### src/rtl/alu_exec_unit.sv
// alu_exec_unit: EX-stage ALU decode/execute, PC adders and a stall-aware result register
module alu_exec_unit #(
  parameter int WIDTH = 32
) (
  input  logic             clk_i,
  input  logic             rst_i,
  input  logic             stall_i,
  input  logic [9:0]       funct_i,
  input  logic [1:0]       ALUOp_i,
  input  logic [WIDTH-1:0] data1_i,
  input  logic [WIDTH-1:0] data2_i,
  output logic [2:0]       ALUCtrl_o,
  output logic [WIDTH-1:0] data_o,
  output logic             Zero_o,
  output logic [WIDTH-1:0] result_q_o,
  output logic             zero_q_o,
  input  logic [WIDTH-1:0] pc_i,
  output logic [WIDTH-1:0] pc_plus4_o,
  input  logic [WIDTH-1:0] pc_id_i,
  input  logic [WIDTH-1:0] imm_i,
  output logic [WIDTH-1:0] branch_target_o
);
  localparam logic [2:0] OP_AND = 3'b000;
  localparam logic [2:0] OP_XOR = 3'b001;
  localparam logic [2:0] OP_SLL = 3'b010;
  localparam logic [2:0] OP_ADD = 3'b011;
  localparam logic [2:0] OP_SUB = 3'b100;
  localparam logic [2:0] OP_MUL = 3'b101;
  localparam logic [2:0] OP_SRA = 3'b110;

  logic [2:0] r_ctrl;
  logic [2:0] i_ctrl;

  // decode: R-type by full funct, I-type by funct3, unmatched patterns fall back to ADD
  always_comb begin
    r_ctrl = funct_i == 10'b0000000_111 ? OP_AND :
             funct_i == 10'b0000000_100 ? OP_XOR :
             funct_i == 10'b0000000_001 ? OP_SLL :
             funct_i == 10'b0100000_000 ? OP_SUB :
             funct_i == 10'b0000001_000 ? OP_MUL : OP_ADD;
    i_ctrl = funct_i[2:0] == 3'b101 ? OP_SRA : OP_ADD;
    ALUCtrl_o = ALUOp_i == 2'b00 ? OP_ADD :
                ALUOp_i == 2'b01 ? OP_SUB :
                ALUOp_i == 2'b10 ? r_ctrl : i_ctrl;
  end

  // execute: shift amount is the low five bits of operand B, code 111 yields zero
  always_comb begin
    data_o = ALUCtrl_o == OP_AND ? data1_i & data2_i :
             ALUCtrl_o == OP_XOR ? data1_i ^ data2_i :
             ALUCtrl_o == OP_SLL ? data1_i << data2_i[4:0] :
             ALUCtrl_o == OP_ADD ? data1_i + data2_i :
             ALUCtrl_o == OP_SUB ? data1_i - data2_i :
             ALUCtrl_o == OP_MUL ? data1_i * data2_i :
             ALUCtrl_o == OP_SRA ? WIDTH'($signed(data1_i) >>> data2_i[4:0]) : '0;
    Zero_o = data_o == '0;
  end

  assign pc_plus4_o      = pc_i + WIDTH'(4);
  assign branch_target_o = pc_id_i + (imm_i << 1);

  // EX/MEM result register, frozen while the cache stalls the pipe
  always_ff @(posedge clk_i or negedge rst_i) begin
    if (!rst_i) begin
      result_q_o <= '0;
      zero_q_o   <= 1'b0;
    end else if (!stall_i) begin
      result_q_o <= data_o;
      zero_q_o   <= Zero_o;
    end
  end
endmodule

### config.mk
export PLATFORM = sky130hd
export DESIGN_NAME = alu_exec_unit
export DESIGN_NICKNAME = d
export VERILOG_FILES = /design/src/rtl/alu_exec_unit.sv
export SDC_FILE = /design/constraint.sdc
export NUM_CORES = 2
export LEC_CHECK = 0
export ABC_AREA = 1
export CORE_AREA = 2 2 252 254
export DETAILED_ROUTE_END_ITERATION = 8
export DIE_AREA = 0 0 254 256
export HOLD_SLACK_MARGIN = 0.12
export PLACE_DENSITY = 0.7
export SYNTH_ARGS = -nofsm -noshare
export SYNTH_HDL_FRONTEND = slang
export SYNTH_SLANG_ARGS = --single-unit
### constraint.sdc
create_clock -name clk_i -period 11.3 [get_ports clk_i]
set_input_delay 1.13 -clock clk_i [delete_from_list [all_inputs] [get_ports clk_i]]
set_output_delay 1.13 -clock clk_i [all_outputs]
set_load 0.02 [all_outputs]
==> run_results.csv <==
group,metric,value,unit
drt,dr.pass1.iters,6,
logic_synthesis,syn_inst,4186,
logic_synthesis,syn_nets,4990,
floorplanning,rows,92,
logic_synthesis,synth_top_area_share,29.7,%
logic_synthesis,synth_edf_count,0,
sta,finalMaxSlewViolations,0,
clock_network,cts-root-buf,"clkbuf_16",
logic_synthesis,async_reset_ff_share,100,%
logic_synthesis,ys_ff_latch,33,
clock_network,cts_hold_buf,0,
drt,wl_per_cell,20.4,um
sta,period_needed,10.93,ns
sta,finClkSkew,0,ns
cells_and_area,diodes,0,
clock_network,cts_sinks,33,
cells_and_area,multi_input_area,22300,um^2
floorplanning,die_w,254,um
logic_synthesis,synthTopCellsByCount,"1036 x nand2_1, 950 x inv_1, 411 x fa_1",
setup_path,worst-r2r-cell-count,2,
place,dp_hpwl,87.5,mm
sta,timing.hold.ws,0.479,ns
cells_and_area,layout.nets,5211,
min_path,whs_path_depth,2,
clock_network,cts_buffer_depth,2,
setup_path,worstSetupPathType,"input pin to output pin",
setup_path,arrival,9.80,ns
clock_network,htree_levels,2,
drt,num_vias,28000,
sta,finalWorstSetupSlack,0.366,ns
clock_network,cts_tree,"yes",
sta,finalHoldViolations,0,
drt,drtIter0Drc,2972,
sta,rsz0062_at_grt,"no",
floorplanning,start_util,44.4,%
logic_synthesis,synth_warnings,0,
logic_synthesis,synth-seq-area-share,2.98,%
setup_path,end_kind,"output pin",
sta,finalSetupViolations,0,
setup_path,path_max_fanout,22,
min_path,min_path_type,"register to register",
cells_and_area,final_area,32100,um^2
global_route,grt_pass1_wl,165,mm
floorplanning,io_pins,308,
flow_run,max_cap_viol_count,0,
place,place_ws,0.311,ns
run_status,status,"completed",
drt,via_per_inst,5.32,
logic_synthesis,post_synth.cell_area_avg,6.62,um^2
cells_and_area,area.growth.synth_to_final,15.9,%
floorplanning,core-area,62400,um^2
setup_path,worstSetupStartpointType,"input pin",
logic_synthesis,yosysTopAreaCell,"fa_1",
logic_synthesis,yosysMostFrequentCell,"nand2_1",
global_route,overflow,0,
clock_network,path_clk_slew,0.06,ns
drt,wirelength,107,mm
logic_synthesis,yosys-top-cells-area,"fa_1 30%, nand2_1 14%, inv_1 13%",
drt,ant_nets,0,
sta,period_share,96.8,%
clock_network,clk_latency,0.28,ns
clock_network,post_cts_buffers,0,
global_route,antenna_found_initial,3,
clock_network,cts_resized,0,
place,port-buffer-count,300,
floorplanning,dieArea,65000,um^2
cells_and_area,seq_area,826,um^2
clock_network,cts_buffers,5,
sta,relSlewSlack,35.5,%
drt,drc,0,
cells_and_area,drive_gt1_share,4.92,%
logic_synthesis,netlist_area,27700,um^2
place,placedInstanceArea,31900,um^2
sta,worstMarginPinSlew,0.957,ns
floorplanning,fp.dieH,256,um
place,gp_congestion,1.03,
logic_synthesis,synth_cell_type_count,77,
global_route,grt_start_max_net_pins,70,
global_route,grt_pass1_vias,27700,
global_route,track_usage,33.4,%
sta,tns,0,ns
setup_path,cp.required,10.17,ns
sta,fmax,0.0915,GHz
cells_and_area,nFillCells,6332,
logic_synthesis,ys.flop_type,"dfrtp_1",
cell families after synthesis:
family | after synthesis | share of synthesized area [%]
AOI/OAI and AO/OA | 517 | 10.6
and+or+nand+nor | 1662 | 25.1
buffers and inverters | 1181 | 16.6
DFF | 33 | 2.98
adders and majority gates | 629 | 39.6
xor gates and xnor gates | 159 | 5.03
muxes | 5 | 0.181
metal layers:
layer	share of wire, %	up-vias	GRT usage [%]
met3	10	178	6.37
met5	0.011	-	0
li1	-	13100	-
met1	41	13300	46.2
met2	44	1426	52.1
met4	4.4	2	11.7
flip-flops by register name, summed over array words and instances, names as in the netlist:
| register | count |
|---|---|
| result_q_o | 32 |
| zero_q_o | 1 |
per-stage QoR:
stage	cells	utilization, %
detailed placement	5246	51.2
floorplan	4186	-
global route	5254	51.5
global placement	5246	51.2
finish	5254	51.5
CTS	5254	51.4
worst paths after layout:
kind	slack, ns	endpoint	start
worst max-delay path	0.37	Zero_o	data1_i[12]
worst min-delay path	0.48	result_q_o[1]	result_q_o[1]
worst max register to register	10.61	result_q_o[29]	result_q_o[29]
worst min register to register	0.48	result_q_o[1]	result_q_o[1]
max in group asynchronous	9.73	result_q_o[4]	rst_i
min in group asynchronous	1.26	result_q_o[12]	rst_i
area by class of cell:
| cell class | instances | share of cell area [%] |
|---|---|---|
| clock inverters | 1 | 0.0156 |
| clock buffers | 7 | 0.475 |
| multi-input cells | 2972 | 69.4 |
| flip-flops and latches | 33 | 2.57 |
| well taps | 846 | 3.30 |
| inverters | 971 | 11.4 |
| repair buffers | 424 | 12.9 |
cells in the final DEF, fill, tap and decap left out, types with 7 or more instances in the layout:
cell type | synthesis | routed
nor3_1 | 20 | 20
nand4_1 | 36 | 36
o21bai_1 | 10 | 10
o211ai_1 | 14 | 14
buf_12 | 0 | 17
fa_1 | 411 | 411
xnor2_1 | 56 | 56
clkdlybuf4s50_1 | 0 | 290
nand2_1 | 1036 | 1036
nor2_2 | 13 | 13
xor2_1 | 103 | 103
dfrtp_1 | 33 | 33
a21boi_1 | 9 | 9
a31oi_1 | 13 | 13
ha_1 | 218 | 218
a21o_1 | 7 | 7
inv_2 | 16 | 16
inv_1 | 950 | 949
o21ai_0 | 188 | 188
o21ai_2 | 7 | 7
a21oi_1 | 191 | 191
buf_4 | 10 | 107
o21ai_1 | 27 | 27
nor2_1 | 275 | 275
o21a_1 | 9 | 9
nand3_1 | 234 | 234
worst max-delay path, stage by stage:
cell and delay [ns]:
clkdlybuf4s50_1 0.51, buf_12 0.22, ha_1 0.49, fa_1 0.49
inv_1 0.07, fa_1 0.44, fa_1 0.58, fa_1 0.45
fa_1 0.54, inv_1 0.05, fa_1 0.45, fa_1 0.53
fa_1 0.42, ha_1 0.34, a21oi_1 0.20, o21ai_0 0.15
a2111oi_0 0.46, buf_4 0.19, o21ai_0 0.07, a21oi_1 0.16
buf_4 0.16, nand2_1 0.05, nand3_1 0.17, nand4_1 0.22
a21boi_1 0.30, nand4_1 0.17, nor2_1 0.11, clkdlybuf4s50_1 0.63
Power is left out: the tool's default activity adds up to more than one toggle a clock period on the data nets, which glitch-free logic cannot reach.
